### config.mk
export PLATFORM = sky130hd
export DESIGN_NAME = ex_alu_unit_flat
export DESIGN_NICKNAME = d
export VERILOG_FILES = /design/src/rtl/ex_alu_unit_if.sv /design/src/rtl/ex_alu_unit.sv /design/src/flat_wrapper.sv
export SDC_FILE = /design/constraint.sdc
export NUM_CORES = 1
export LEC_CHECK = 0
export CORE_ASPECT_RATIO = 1.75
export CORE_UTILIZATION = 45
export CTS_CLUSTER_DIAMETER = 80
export CTS_CLUSTER_SIZE = 40
export DETAILED_ROUTE_END_ITERATION = 7
export GPL_ROUTABILITY_DRIVEN = 0
export SYNTH_ARGS = -nofsm -noshare
export SYNTH_HDL_FRONTEND = slang
export SYNTH_SLANG_ARGS = --single-unit
### constraint.sdc
create_clock -name i_clk -period 5.01 [get_ports i_clk]
set_input_delay 0.7515 -clock i_clk [delete_from_list [all_inputs] [get_ports i_clk]]
set_output_delay 0.7515 -clock i_clk [all_outputs]
set_load 0.005 [all_outputs]
### src/rtl/ex_alu_unit_if.sv
// Handshake and data bundle between the issue stage, ex_alu_unit and the write-back consumer.
// Ports: request side i_valid/o_ready with i_alu_ctrl, i_a, i_b, i_shamt;
//        response side o_valid/i_ready with o_result, o_zero, o_illegal, o_overflow.
// slave modport is the ALU's view; master modport is the driver/consumer view.
interface ex_alu_unit_if #(
  parameter int DATA_W = 32
);
  logic              i_valid;
  logic              o_ready;
  logic [5:0]        i_alu_ctrl;
  logic [DATA_W-1:0] i_a;
  logic [DATA_W-1:0] i_b;
  logic [4:0]        i_shamt;
  logic              o_valid;
  logic              i_ready;
  logic [DATA_W-1:0] o_result;
  logic              o_zero;
  logic              o_illegal;
  logic              o_overflow;

  modport slave (
    input  i_valid, i_alu_ctrl, i_a, i_b, i_shamt, i_ready,
    output o_ready, o_valid, o_result, o_zero, o_illegal, o_overflow
  );

  modport master (
    output i_valid, i_alu_ctrl, i_a, i_b, i_shamt, i_ready,
    input  o_ready, o_valid, o_result, o_zero, o_illegal, o_overflow
  );
endinterface

### src/rtl/ex_alu_unit.sv
// Execute-stage ALU: logic/arith/compare ops plus an iterative shifter, SHIFT_STEP bits per cycle.
// Latency: 1 cycle for non-shift ops; ceil(n/SHIFT_STEP) cycles (min 1) for a shift by n.
// Backpressure: o_ready low while shifting or while a result waits for i_ready; back-to-back accept on consume.
// Ports: i_clk, i_rst_n (async active-low), bus (ex_alu_unit_if.slave, request + response handshakes).
// Optional: define ALU_OVERFLOW_TRAP_EN to register signed overflow of ADD/SUB on o_overflow.
module ex_alu_unit #(
  parameter int DATA_W     = 32,
  parameter int SHIFT_STEP = 4
) (
  input  logic          i_clk,
  input  logic          i_rst_n,
  ex_alu_unit_if.slave  bus
);

  localparam logic [5:0] OP_ADD  = 6'd0;
  localparam logic [5:0] OP_ADDU = 6'd1;
  localparam logic [5:0] OP_SUB  = 6'd2;
  localparam logic [5:0] OP_SUBU = 6'd45;
  localparam logic [5:0] OP_AND  = 6'd18;
  localparam logic [5:0] OP_OR   = 6'd19;
  localparam logic [5:0] OP_NOR  = 6'd20;
  localparam logic [5:0] OP_XOR  = 6'd21;
  localparam logic [5:0] OP_LUI  = 6'd17;
  localparam logic [5:0] OP_SLT  = 6'd30;
  localparam logic [5:0] OP_SLTU = 6'd31;
  localparam logic [5:0] OP_BEQ  = 6'd9;
  localparam logic [5:0] OP_BNE  = 6'd10;
  localparam logic [5:0] OP_JUMP = 6'd14;
  localparam logic [5:0] OP_SLL  = 6'd23;
  localparam logic [5:0] OP_SRL  = 6'd24;
  localparam logic [5:0] OP_SRA  = 6'd28;
  localparam logic [5:0] OP_SLLV = 6'd36;
  localparam logic [5:0] OP_SRLV = 6'd37;
  localparam logic [5:0] OP_SRAV = 6'd15;

  // Six bits so that a SHIFT_STEP of 32 is representable.
  localparam logic [5:0] STEP_AMT = 6'(SHIFT_STEP);

  typedef enum logic [1:0] {S_IDLE, S_SHIFT, S_DONE} state_t;
  typedef enum logic [1:0] {SK_LL, SK_RL, SK_RA} shk_t;

  state_t            state_q;
  logic [DATA_W-1:0] res_q;
  logic              zero_q;
  logic              ill_q;
  logic [DATA_W-1:0] shv_q;   // partially shifted operand
  logic [5:0]        rem_q;   // bits still to shift
  shk_t              kind_q;

  logic              accept;
  logic [DATA_W-1:0] sum, diff;
  logic [DATA_W-1:0] res_d;
  logic              zero_d, ill_d, is_shift;
  shk_t              kind_d;
  logic [5:0]        amt_d, first_k, first_rem, step_k, step_rem;
  logic [DATA_W-1:0] first_val, step_val;

  function automatic logic [DATA_W-1:0] shift_by(input logic [DATA_W-1:0] v, input shk_t kind,
                                                 input logic [5:0] k);
    case (kind)
      SK_RL:   return v >> k;
      SK_RA:   return DATA_W'($signed(v) >>> k);
      default: return v << k;
    endcase
  endfunction

  function automatic logic [5:0] step_of(input logic [5:0] rem);
    return (rem > STEP_AMT) ? STEP_AMT : rem;
  endfunction

  assign bus.o_ready = (state_q == S_IDLE) || ((state_q == S_DONE) && bus.i_ready);
  assign accept      = bus.i_valid && bus.o_ready;
  assign bus.o_valid = (state_q == S_DONE);
  assign bus.o_result  = res_q;
  assign bus.o_zero    = zero_q;
  assign bus.o_illegal = ill_q;

  assign sum  = bus.i_a + bus.i_b;
  assign diff = bus.i_a - bus.i_b;

  // Decode of the operation being presented; only consumed on accept.
  always_comb begin
    res_d    = '0;
    zero_d   = 1'b0;
    ill_d    = 1'b0;
    is_shift = 1'b0;
    kind_d   = SK_LL;
    amt_d    = 6'd0;
    case (bus.i_alu_ctrl)
      OP_ADD, OP_ADDU: res_d = sum;
      OP_SUB, OP_SUBU: res_d = diff;
      OP_AND:  res_d = bus.i_a & bus.i_b;
      OP_OR:   res_d = bus.i_a | bus.i_b;
      OP_NOR:  res_d = ~(bus.i_a | bus.i_b);
      OP_XOR:  res_d = bus.i_a ^ bus.i_b;
      OP_LUI:  res_d = {bus.i_b[15:0], 16'h0000};
      OP_SLT:  res_d = {{(DATA_W-1){1'b0}}, ($signed(bus.i_a) < $signed(bus.i_b))};
      OP_SLTU: res_d = {{(DATA_W-1){1'b0}}, (bus.i_a < bus.i_b)};
      OP_BEQ: begin
        res_d  = diff;
        zero_d = (bus.i_a == bus.i_b);
      end
      OP_BNE: begin
        res_d  = diff;
        zero_d = (bus.i_a != bus.i_b);
      end
      OP_JUMP: res_d = bus.i_a;
      OP_SLL:  begin is_shift = 1'b1; kind_d = SK_LL; amt_d = {1'b0, bus.i_shamt}; end
      OP_SRL:  begin is_shift = 1'b1; kind_d = SK_RL; amt_d = {1'b0, bus.i_shamt}; end
      OP_SRA:  begin is_shift = 1'b1; kind_d = SK_RA; amt_d = {1'b0, bus.i_shamt}; end
      OP_SLLV: begin is_shift = 1'b1; kind_d = SK_LL; amt_d = {1'b0, bus.i_a[4:0]}; end
      OP_SRLV: begin is_shift = 1'b1; kind_d = SK_RL; amt_d = {1'b0, bus.i_a[4:0]}; end
      OP_SRAV: begin is_shift = 1'b1; kind_d = SK_RA; amt_d = {1'b0, bus.i_a[4:0]}; end
      default: ill_d = 1'b1;
    endcase
    // The accept edge already performs the first shift step, which is what
    // makes a shift by n complete in ceil(n/SHIFT_STEP) cycles.
    first_k   = step_of(amt_d);
    first_rem = amt_d - first_k;
    first_val = shift_by(bus.i_b, kind_d, first_k);
    if (is_shift) res_d = first_val;
    step_k   = step_of(rem_q);
    step_rem = rem_q - step_k;
    step_val = shift_by(shv_q, kind_q, step_k);
  end

  always_ff @(posedge i_clk or negedge i_rst_n) begin
    if (!i_rst_n) begin
      state_q <= S_IDLE;
      res_q   <= '0;
      zero_q  <= 1'b0;
      ill_q   <= 1'b0;
      shv_q   <= '0;
      rem_q   <= 6'd0;
      kind_q  <= SK_LL;
    end else if (accept) begin
      if (is_shift && (first_rem != 6'd0)) begin
        state_q <= S_SHIFT;
        shv_q   <= first_val;
        rem_q   <= first_rem;
        kind_q  <= kind_d;
        zero_q  <= 1'b0;
        ill_q   <= 1'b0;
      end else begin
        state_q <= S_DONE;
        res_q   <= res_d;
        zero_q  <= zero_d;
        ill_q   <= ill_d;
      end
    end else begin
      case (state_q)
        S_SHIFT: begin
          shv_q <= step_val;
          rem_q <= step_rem;
          if (step_rem == 6'd0) begin
            state_q <= S_DONE;
            res_q   <= step_val;
          end
        end
        S_DONE: begin
          if (bus.i_ready) begin
            state_q <= S_IDLE;
            zero_q  <= 1'b0;
            ill_q   <= 1'b0;
          end
        end
        default: ;
      endcase
    end
  end

`ifdef ALU_OVERFLOW_TRAP_EN
  logic ovf_q, ovf_d;

  // Only the trapping forms flag overflow; ADDU/SUBU wrap silently.
  always_comb begin
    ovf_d = 1'b0;
    if (bus.i_alu_ctrl == OP_ADD)
      ovf_d = (bus.i_a[DATA_W-1] == bus.i_b[DATA_W-1]) && (sum[DATA_W-1] != bus.i_a[DATA_W-1]);
    else if (bus.i_alu_ctrl == OP_SUB)
      ovf_d = (bus.i_a[DATA_W-1] != bus.i_b[DATA_W-1]) && (diff[DATA_W-1] != bus.i_a[DATA_W-1]);
  end

  always_ff @(posedge i_clk or negedge i_rst_n) begin
    if (!i_rst_n)
      ovf_q <= 1'b0;
    else if (accept)
      ovf_q <= ovf_d;
    else if ((state_q == S_DONE) && bus.i_ready)
      ovf_q <= 1'b0;
  end

  assign bus.o_overflow = ovf_q;
`else
  assign bus.o_overflow = 1'b0;
`endif

endmodule

### src/flat_wrapper.sv
// flat-port wrapper written by rule: the top's interface ports become plain ports
module ex_alu_unit_flat 
#(
  parameter int DATA_W     = 32,
  parameter int SHIFT_STEP = 4
)
  (i_clk, i_rst_n, bus_i_valid, bus_i_alu_ctrl, bus_i_a, bus_i_b, bus_i_shamt, bus_i_ready, bus_o_ready, bus_o_valid, bus_o_result, bus_o_zero, bus_o_illegal, bus_o_overflow);
  ex_alu_unit_if #(.DATA_W(DATA_W)) bus_i ();
  input  logic i_clk;
  input  logic i_rst_n;
  input wire logic [$bits(bus_i.i_valid)-1:0] bus_i_valid;
  input wire logic [$bits(bus_i.i_alu_ctrl)-1:0] bus_i_alu_ctrl;
  input wire logic [$bits(bus_i.i_a)-1:0] bus_i_a;
  input wire logic [$bits(bus_i.i_b)-1:0] bus_i_b;
  input wire logic [$bits(bus_i.i_shamt)-1:0] bus_i_shamt;
  input wire logic [$bits(bus_i.i_ready)-1:0] bus_i_ready;
  output wire logic [$bits(bus_i.o_ready)-1:0] bus_o_ready;
  output wire logic [$bits(bus_i.o_valid)-1:0] bus_o_valid;
  output wire logic [$bits(bus_i.o_result)-1:0] bus_o_result;
  output wire logic [$bits(bus_i.o_zero)-1:0] bus_o_zero;
  output wire logic [$bits(bus_i.o_illegal)-1:0] bus_o_illegal;
  output wire logic [$bits(bus_i.o_overflow)-1:0] bus_o_overflow;
  assign bus_i.i_valid = bus_i_valid;
  assign bus_i.i_alu_ctrl = bus_i_alu_ctrl;
  assign bus_i.i_a = bus_i_a;
  assign bus_i.i_b = bus_i_b;
  assign bus_i.i_shamt = bus_i_shamt;
  assign bus_i.i_ready = bus_i_ready;
  assign bus_o_ready = bus_i.o_ready;
  assign bus_o_valid = bus_i.o_valid;
  assign bus_o_result = bus_i.o_result;
  assign bus_o_zero = bus_i.o_zero;
  assign bus_o_illegal = bus_i.o_illegal;
  assign bus_o_overflow = bus_i.o_overflow;
  ex_alu_unit #(.DATA_W(DATA_W), .SHIFT_STEP(SHIFT_STEP)) u_core (.i_clk(i_clk), .i_rst_n(i_rst_n), .bus(bus_i));
endmodule
[Word level (Yosys, flattened, before mapping)]
Index checks and enable logic that the tools add are counted.
Word-level totals
  output and inout port bits: 37
  bits in registers: 76
Operators by class
  shifts and indexed selects: 6
  magnitude comparators: 4
  bitwise gates (word level): 4
  reduce and logical (&&, ||, !) cells: 26
  add/subtract/negate cells: 4
  eq/ne operators: 31
  mux-type cells: 32
Operators with widths (count)
  $pmux W32 S10: 1
  $mux W32: 8
  $pmux W32 S2: 2
  $lt A32 B32 Y1: 2
  $shl A32 B6 Y32: 2
  $shr A32 B6 Y32: 2
  $sshr A32 B6 Y32: 2
  $eq A6 B5 Y1 const B: 10
  $add A32 B32 Y32: 1
  $and A32 B32 Y32: 1
  $eq A32 B32 Y1: 1
  $ne A32 B32 Y1: 1
  $not A32 Y32: 1
  $or A32 B32 Y32: 1
  $sub A32 B32 Y32: 1
  $xor A32 B32 Y32: 1
  $eq A6 B4 Y1 const B: 4
  $mux W6: 4
  $reduce_or A20 Y1: 1
  $eq A6 B6 Y1 const B: 3
  $logic_not A6 Y1: 2
  $pmux W5 S2: 1
  $mux W1: 8
  $mux W2: 4
  26 further kinds: 43

[Logic depth before layout (Yosys ltp)]
  depth after elaboration: 10
  depth in mapped cells: 16

[Worst setup path after synthesis]
Ideal clock, no wire load.
  path type: input-to-reg
  start: input port bus_i_b[4]
  end: register u_core.res_q[31] (netlist: u_core.bus.o_result[31])
  stages on the path: 13
  slack: 1.160 ns
  buffers on the path: 1
  setup time: 0.120 ns
  arrival: 3.730 ns
  data required time: 4.890 ns
  cells stage by stage: clkbuf_1 -> inv_1 -> ha_1 -> or3_1 -> or2_4 -> a21oi_4 -> o21ai_2 -> a2111oi_4 -> o41ai_2 -> o41ai_2 -> nor2_1 -> or4b_1 -> a31o_1
Between the ends
  longest elaborated chain between the ends: 5
  elaborated cells on any way between the ends: 10
  those cells by class: add/sub (2); shift (3); mux (5)
RTL lines
  start, declared: line flat_wrapper.sv:14  | input wire logic [$bits(bus_i.i_b)-1:0] bus_i_b;
  $sub A32 B32 Y32, or another cell as far along: line ex_alu_unit.sv:79  | assign diff = bus.i_a - bus.i_b;
  $pmux W32 S10 / $pmux W32 S2 (equally long branches): line ex_alu_unit.sv:89, ex_alu_unit.sv:60
  $mux W32 (*): line ex_alu_unit.sv:121  | if (is_shift) res_d = first_val;
  $mux W32 (*): line ex_alu_unit.sv:137  | if (is_shift && (first_rem != 6'd0)) begin
  $mux W32 (*): line ex_alu_unit.sv:136  | end else if (accept) begin
  end signal, assigned: line ex_alu_unit.sv:146  | res_q <= res_d;
  end signal, assigned: line ex_alu_unit.sv:157  | res_q <= step_val;
  end, declared: line ex_alu_unit.sv:43  | logic [DATA_W-1:0] res_q;
Mark *: on every way between the ends. The rest lies on a longest branch, timed or not. The select of a mux whose other input is x is not followed.
A chain may end at the register's enable or synchronous reset.

[Worst setup path after layout]
  start: input port bus_i_a[0]
  end: register u_core.res_q[20] (netlist: u_core.bus.o_result[20])
Between the ends
  longest elaborated chain between the ends: 8
  elaborated cells on any way between the ends: 18
  those cells by class: add/sub (3); order compare (1); eq/ne (1); shift (3); mux (7); reduce/logical (3)
RTL lines
  start, declared: line flat_wrapper.sv:13  | input wire logic [$bits(bus_i.i_a)-1:0] bus_i_a;
  $pmux W5 S2: line ex_alu_unit.sv:89  | case (bus.i_alu_ctrl)
  $gt A5 B3 Y1: line ex_alu_unit.sv:68  | return (rem > STEP_AMT) ? STEP_AMT : rem;
  $mux W5: line ex_alu_unit.sv:68
  $shl A32 B6 Y32, or another cell as far along: line ex_alu_unit.sv:63  | default: return v << k;
  $pmux W32 S2 / $reduce_bool A6 Y1 (equally long branches): line ex_alu_unit.sv:60, ex_alu_unit.sv:137
  $mux W32 / $logic_and A1 B1 Y1 (equally long branches): line ex_alu_unit.sv:121, ex_alu_unit.sv:137
  $mux W32 / $ne A2 B2 Y1 (equally long branches)
  $mux W32 / $reduce_and A3 Y1 (equally long branches)
Several ways; a longest one is shown, not always the timed one. The select of a mux whose other input is x is not followed.

==> flow_metrics.tcl <==
set metrics [dict create \
    status "finished clean" \
    layout.nets 2345 \
    grt_pass1_wl_um 101700 \
    grt_pass1_vias 17111 \
    first_pass_iters 7 \
    pin_count 116 \
    portBuffers 114 \
    crit_required_ns 5.23 \
    netlist_area_um2 14140 \
    relSlewSlack_pct 20.18 \
    routed_wl_um 67450 \
    drc_errors 0 \
    syn_inst 2078 \
    num_antenna_cells 0 \
    dieHeight_um 236.5 \
    finClkSkew_ns 0.005058 \
    routedWlPerCell_um 26.40 \
    start_util_pct 45.86 \
    cellLeakagePower_nw 6.710 \
    multi_input_area_um2 11170 \
    switching_share_pct 51.63 \
    intPower_mw 2.877 \
    clk_pin_slew_worst_paths_ns 0.06 \
    holdWs_ns 0.3690 \
    power_density_nw_per_um2 362.2 \
    criticalPathCategory "input port to register" \
    finalSetupTns_ns 0 \
    critPathBufInv 2 \
    end_kind "register" \
    cts_sinks 76 \
    total_power_mw 5.947 \
    viasPerCell 6.933 \
    yosysSeqAreaShare_pct 13.45 \
    fp-row-count 85 \
    drv_slew 0 \
    hold_viol 0 \
    yosysWarnings 0 \
    yosys_register_bits 76 \
    syn_nets 2263 \
    drv_cap 0 \
    setup_viol 0 \
    cts.path.max_buffers 2 \
    startpoint_type "input port" \
    critPathMostFrequentCell "o21ai_0" \
    ir_drop_mv 0.3284 \
    period_share_pct 93.33 \
    dp_hpwl_um 52540 \
    post_cts_buffers 0 \
    syn_area_per_cell_um2 6.807 \
    async_flop_share_pct 100.0 \
    netSwitchingPower_mw 3.071 \
    cts_tree "built" \
    overflow 0 \
    nFillCells 3209 \
    ys_types 95 \
    syn2layout_area_growth_pct 16.09 \
    hold_path_class "input port to asynchronous set/reset pin" \
    placed_area_um2 16160 \
    tightestPinTransition_ns 1.197 \
    cp_cell_sequence "clkdlybuf4s50_1 > ha_1 > fa_1 > a211oi_1 > o21ai_0 > a211oi_1 > o41ai_1 > buf_4 > a21boi_0 > nor2_1 > o21ai_0 > o21ai_0 > o21ai_0 > o211ai_1" \
    max_freq_mhz 213.9 \
    synth_edf_count 0 \
    first_iter_violations 1753 \
    root_buffer "clkbuf_16" \
    slowest_delay_ns 0.64 \
    die_w_um 136.0 \
    h-tree-depth 3 \
    crit_family "compound AO/OA/AOI/OAI gates" \
    finalCriticalPeriod_ns 4.676 \
    p_comb_share_pct 67.4 \
    antenna_found_initial 2 \
    ant_nets 0 \
    drive_gt1_share_pct 10.12 \
    ff_latch_area_um2 1903 \
    cts_resized 0 \
    grt_max_degree 58 \
    arrival_ns 4.89 \
    cp_slowest_cell "a211oi_1" \
    cts_made_buffers 9 \
    pwr-share-seq_pct 22.6 \
    synth-main-ff-cell "dfrtp_1" \
    worst_skew_pair.late_latency_ns 0.36 \
    die_area_um2 32170 \
    via_count 17713 \
    rsz0062_at_grt "false" \
    holdBufCountCts 0 \
    grt_use_total_pct 42.12 \
    core_area_um2 30840 \
    crit_fanout 7 \
    clockPowerShare_pct 10.0 \
    fin_area_um2 16420 \
]
cell families (layout without fill, tap and decap cells):
group / Yosys count / in the layout / share of synthesized area, %
AO/OA/AOI/OAI: 835 / 835 / 38.78
AND/OR/NAND/NOR: 687 / 687 / 21.27
buffers and inverters: 288 / 374 / 7.873
multiplexers: 78 / 78 / 8.722
flip-flops: 76 / 76 / 13.45
other: 2 / 2 / 0.05309
adder cells (fa/ha/maj): 106 / 106 / 9.483
XOR/XNOR: 6 / 6 / 0.3716
cell usage after synthesis (7+ instances only):
library cell  number  share of area (%)
a31oi_1           40                1.8
a221o_1           10               0.71
mux4_2            35                5.6
nor3_1            50                1.8
a22oi_1           25                1.3
a21oi_1          213                7.5
o21a_1            10               0.53
o22ai_1           23                1.0
buf_1             21               0.56
o21ai_0          137                4.8
dfrtp_1           76                 13
a221oi_1          52                3.2
mux2i_1           31                2.2
nand2_1          281                7.5
o21bai_1          10               0.53
o221ai_1          16               0.99
nand3_1           43                1.5
mux2_2            11               0.88
o31ai_1           14               0.74
nor2b_1           14               0.62
a21boi_0          12               0.64
a211oi_1          37                2.0
and3_1            14               0.62
o32ai_1            9               0.56
o211ai_1          48                2.5
o2111ai_1          9               0.56
nor2_1           210                5.6
a2111oi_0          7               0.43
clkbuf_1         138                3.7
nor4_1             9               0.40
a21o_1            19                1.0
o21ai_1           57                2.0
buf_2             14               0.50
ha_1             104                9.2
inv_1            111                2.9
a22o_1            10               0.62
and2_1            12               0.53
nand4_1           10               0.44
or3_1              8               0.35
layout by cell type (no fill, tap or decap), types with 7 or more instances in the layout:
master / count
a22oi_1: 24
or3_1: 8
o32ai_1: 9
o21ai_0: 136
a2111oi_0: 7
nor2_1: 209
a21oi_1: 213
o31ai_1: 14
inv_1: 111
nor3_1: 50
o22ai_1: 23
o221ai_1: 16
ha_1: 104
mux4_2: 35
a221oi_1: 52
a211oi_1: 37
nand3_1: 43
and2_1: 11
o21bai_1: 10
clkdlybuf4s50_1: 113
nor2b_1: 14
a22o_1: 10
buf_4: 131
o211ai_1: 48
a31oi_1: 40
nor4_1: 8
a21boi_0: 12
mux2i_1: 31
dfrtp_1: 75
nand4_1: 10
nand2_1: 280
mux2_2: 11
o2111ai_1: 9
o21ai_1: 57
clkbuf_16: 9
a21o_1: 19
and3_1: 14
o21a_1: 10
a221o_1: 10
cell type report:
cell class | instances | share of cell area [%]
inverters | 112 | 2.560
repair buffers | 247 | 13.24
multi-input cells | 1714 | 68.05
clock inverters | 5 | 0.1829
clock buffers | 10 | 1.394
flip-flops and latches | 76 | 11.59
well taps | 391 | 2.979
state kept, by name, indices dropped and copies added, names as in the netlist:
signal and flops:
u_core.shv_q 32, u_core.rem_q 6, u_core.state_q 2, u_core.bus.o_zero 1
u_core.bus.o_illegal 1, u_core.bus.o_result 32, u_core.kind_q 2
final timing paths:
| path | startpoint | endpoint | slack (ns) | cells after the start |
|---|---|---|---|---|
| worst max-delay path | bus_i_a[0] | u_core.bus.o_result[20]$_DFFE_PN0P_ | 0.33 | 14 |
| worst min-delay path | i_rst_n | u_core.bus.o_result[29]$_DFFE_PN0P_ | 0.37 | 1 |
| worst max register to register | u_core.rem_q[4]$_DFFE_PN0P_ | u_core.bus.o_result[21]$_DFFE_PN0P_ | 1.01 | 10 |
| worst min register to register | u_core.bus.o_result[21]$_DFFE_PN0P_ | u_core.bus.o_result[21]$_DFFE_PN0P_ | 0.48 | 1 |
| max in group asynchronous | i_rst_n | u_core.rem_q[1]$_DFFE_PN0P_ | 3.70 | 2 |
| min in group i_clk | u_core.bus.o_result[21]$_DFFE_PN0P_ | u_core.bus.o_result[21]$_DFFE_PN0P_ | 0.48 | 1 |
routing by layer:
metal	part of all wire [%]	global-route usage, %	vias to the layer above
met2	46	68.20	1216
met1	33	45.03	8158
li1	-	-	7911
met4	11	40.17	2
met3	9.1	8.071	426
met5	0.019	0	-
stage by stage:
step,utilization (%),cells,setup slack (ns)
finish,53.24,2555,0.3340
global placement,52.40,2540,0.2379
detailed placement,52.40,2540,0.2295
global route,53.24,2555,0.2452
floorplan,-,2078,1.160
CTS,53.24,2555,0.5722
power by group through the flow:
stage	registers [mW]	clock network (mW)	logic, mW
global placement	1.32	0	3.87
global route	1.38	0.622	4.33
finish	1.34	0.594	4.01
CTS	1.33	0.604	3.92
floorplan	1.10	0	2.61
detailed placement	1.34	0	3.91
Note: power is estimated with default switching activity, not from simulation.
==> variant 1, RTL diff (same settings) <==
Encoding of `shk_t`: now one-hot (3 bits for 3 values).
--- a/src/rtl/ex_alu_unit.sv
+++ b/src/rtl/ex_alu_unit.sv
@@ -37,7 +37,7 @@
   localparam logic [5:0] STEP_AMT = 6'(SHIFT_STEP);
 
   typedef enum logic [1:0] {S_IDLE, S_SHIFT, S_DONE} state_t;
-  typedef enum logic [1:0] {SK_LL, SK_RL, SK_RA} shk_t;
+  typedef enum logic [2:0] {SK_LL = 3'b001, SK_RL = 3'b010, SK_RA = 3'b100} shk_t;
 
   state_t            state_q;
   logic [DATA_W-1:0] res_q;
Formal check against the unedited RTL: same outputs for any inputs over 4 cycles, from zero or initial values and one cycle with i_rst_n low; so few cycles prove little.
==> variant 1 against the original RTL <==
Area after synthesis fell by 2.3%. Wire length shrank 0.86%. Fmax is 4.0% higher. Sequential cell count is 1 higher. Hold slack worse by 53 ps. Critical path depth down 1. Worst setup slack better by 180 ps. Global-route usage increased by 0.62 points. Final area fell by 2.6%. Total power is 2.8% higher. Critical path type unchanged.
==> variant 1: results (changes against the original RTL) <==
worst_setup_path:
  startpoint: "bus_i_b[22]"
  worst_setup_path_endpoint: "u_core.bus.o_result[31]$_DFFE_PN0P_"
  r2r_start: "u_core.rem_q[4]$_DFFE_PN0P_"
  cpPeakStageDelay_ps: 570  # -70 ps
  path_max_fanout: 5  # -2
  crit_slowest_cell: "o22ai_1"
  reg2reg_depth: 12  # +2
  cp.arrival_ps: 4720  # -170 ps
route:
  wl_met2_um: 31100  # -0.53%
  wl_um: 66900  # -0.86%
  wl_met3_um: 6760  # +11%
  drt-initial-drc-count: 1864  # +6.3%
  viasPerCell: 7.05  # +1.7%
  wirelength_met1_um: 22300  # -1.1%
pwr:
  leakage_nw: 6.55  # -2.4%
  vdd_drop_max_uv: 342  # +4.1%
placed_design:
  pre_cts_ws_ps: 297  # +67.7 ps
  dp_cells: 2504  # -1.4%
  placed_cell_area_mm2: 0.0157  # -3.0%
global_route:
  grt_util_met1: 0.457  # +0.00703
  grt_pass1_vias: 17200  # +0.63%
  grt_start_max_net_pins: 64  # +10%
  use_met3: 0.0884  # +0.00770
  grtUsageMet2: 0.709  # +0.0267
  grt_pass1_wl_um: 101000  # -0.39%
synthesis:
  synth_area_leaders: "dfrtp_1 14%, ha_1 9.3%, a21oi_1 6.8%"
  syn_avg_cell_area_um2: 6.72  # -1.4%
  syn_nets: 2242  # -0.93%
  synthTopCellsByCount: "241 x nor2_1, 212 x nand2_1, 189 x a21oi_1, 139 x o21ai_0, 117 x clkbuf_1"
timing:
  finalClockSkew_ps: 11.4  # +6.36 ps
  worstMarginPinSlew_ps: 1400  # +201 ps
  fin_crit_sh: 0.897  # -0.0361
cells_and_area:
  layout-drive-gt1-share: 0.0881  # -0.0131
  fin_nets: 2312  # -1.4%
min_path:
  worstHoldPathType: "in2async"
run_status:
  outcome: "complete, no violations"
[variant 1: area by class of cell]
| type | instances | area, um^2 |
|---|---|---|
| clock buffer | 11 | 243 |
| tap | 387 | 484 |
| inverter | 105 | 394 |
| clock inverter | 5 | 82.6 |
| sequential | 77 | 1930 |
| multi-input combinational | 1702 | 10800 |
| fill | 3066 | 14200 |
| timing repair buffer | 233 | 2060 |
[variant 1: how the worst min path moves through the flow]
stage | to | slack [ps] | cells past startpoint
after CTS | u_core.bus.o_zero$_DFFE_PN0P_ | 330 | 1
after detailed placement | u_core.bus.o_result[3]$_DFFE_PN0P_ | 490 | 2
final | u_core.bus.o_zero$_DFFE_PN0P_ | 320 | 1
after floorplan | u_core.bus.o_illegal$_DFFE_PN0P_ | 460 | 0
after global placement | u_core.bus.o_result[28]$_DFFE_PN0P_ | 480 | 2
after global routing | u_core.bus.o_zero$_DFFE_PN0P_ | 330 | 1
[variant 1: report_power, final]
group          leakage, nW  internal (mW)  total, mW  switching [mW]
logic                 5.42           1.59       4.09            2.50
registers            0.970          0.899       1.27           0.374
clock network        0.160          0.452      0.752           0.300
[variant 1: critical path, delay by kind of cell]
family | cells | cell delay (ps)
compound gates | 4 | 1340
fa+ha+maj | 1 | 360
simple gates | 5 | 1420
buf+inv | 2 | 640
mux | 1 | 200
[variant 1: kinds of logic (layout without fill, tap and decap cells)]
group | Yosys count | in the layout | synth area share
and+or+nand+nor | 709 | 709 | 0.232
DFF | 77 | 77 | 0.140
AOI/OAI and AO/OA | 812 | 812 | 0.395
other | 2 | 2 | 0.000543
muxes | 56 | 56 | 0.0438
buffers and inverters | 279 | 354 | 0.0816
adders and majority gates | 105 | 105 | 0.0962
xor gates and xnor gates | 18 | 18 | 0.0114
==> variant 2, RTL diff (same settings) <==
Made on the original files. The option `ALU_OVERFLOW_TRAP_EN` is turned on by a define.
--- a/src/rtl/ex_alu_unit.sv
+++ b/src/rtl/ex_alu_unit.sv
@@ -3,6 +3,8 @@
 // Backpressure: o_ready low while shifting or while a result waits for i_ready; back-to-back accept on consume.
 // Ports: i_clk, i_rst_n (async active-low), bus (ex_alu_unit_if.slave, request + response handshakes).
 // Optional: define ALU_OVERFLOW_TRAP_EN to register signed overflow of ADD/SUB on o_overflow.
+`define ALU_OVERFLOW_TRAP_EN
+
 module ex_alu_unit #(
   parameter int DATA_W     = 32,
   parameter int SHIFT_STEP = 4
Formal check against the unedited RTL: not equivalent (a bounded check fails within 4 cycles, from zero or initial values and one cycle with i_rst_n low).
==> variant 2 against the original RTL <==
The flow now finishes with violations (design-rule violations, negative setup slack). Final area is essentially flat. Die area grew 0.27%. Sequential cell count up 1. Sequential share of layout area is 0.15 points higher. Hold slack got worse by 56 ps. Worst setup slack got worse by 410 ps. Highest routed layer unchanged. Area after synthesis increased by 0.27%. Clock power up 15%. Largest power group unchanged. Wire length is 13% higher. Total power increased by 6.1%. Global-route usage up 5.2 points. Non-clock buffer count decreased by 2.
==> variant 2: results (changes against the original RTL) <==
run_status:
  outcome: "finished, violations left"
  violations: "design-rule violations, negative setup slack"
worst_setup_path:
  r2r_slack_ps: 1230  # +220 ps
  worst_setup_path_endpoint: "u_core.bus.o_result[30]$_DFFE_PN0P_"
  path_max_fanout: 9  # +2
synthesis:
  synth_compound_area_frac: 0.367  # -0.0211
  synthMuxAreaShare: 0.0957  # +0.00849
  syn_avg_cell_area_um2: 6.99  # +2.6%
  yosysSeqAreaShare: 0.136  # +0.00140
  synth.distinct_cells: 96  # +1.1%
  synth_area_leaders: "dfrtp_1 14%, ha_1 9.2%, a21oi_1 7.3%"
route:
  wl_um: 75900  # +13%
  drc_errors: 20  # +20
  dr.pass1.iters: 8  # +1
  wl_met2_um: 33800  # +8.1%
  wl_met3_um: 9230  # +51%
cells_and_area:
  clk_share: 0.0178  # +0.00205
  nonClockInverterCount: 103  # -8.0%
  multi_input_area_mm2: 0.0112  # about the same
  fin_cells: 2514  # -1.6%
  sh_seq_area: 0.117  # +0.00146
  fill_cells: 3058  # -4.7%
placed_design:
  io_buffers: 115  # +0.88%
  dp_hpwl_um: 56900  # +8.3%
  pre_cts_ws_ps: 23.8  # -206 ps
timing:
  setup_violations: 1  # +1
  finalClockSkew_ps: 13.4  # +8.39 ps
  layout_setup_ws_ps: -77.3  # -411 ps
  slew-limit-headroom: 0.200  # -0.00211
  setup_tns_ps: -77.3  # -77.3 ps
global_route:
  grt_start_max_net_pins: 57  # -1.7%
  grtUsageMet2: 0.734  # +0.0517
  antenna_found_initial: 3  # +1
variant 2: cell count changes after synthesis, sizes merged, moves of 10 or more:
cell | before | now
o211ai | 48 | 35
buf | 38 | 74
o21ai | 195 | 151
and3 | 14 | 3
clkbuf | 138 | 96
inv | 112 | 102
a221oi | 52 | 26
nor3 | 50 | 72
variant 2: power groups by stage:
stage / Combinational, mW / Sequential, mW / Clock (mW)
floorplan: 2.71 / 1.10 / 0
global placement: 4.09 / 1.30 / 0
detailed placement: 4.12 / 1.31 / 0
CTS: 4.13 / 1.30 / 0.678
global route: 4.55 / 1.35 / 0.705
finish: 4.30 / 1.33 / 0.682
variant 2: critical path, stage by stage:
cell             delay [ps]
clkdlybuf4s50_1         870
inv_1                   310
ha_1                    540
nand3_1                 190
o41ai_2                 970
a211oi_2                150
buf_4                   210
o221ai_1                750
nor4b_1                 110
a21oi_1                 160
o2111ai_1               130
o211a_1                 170
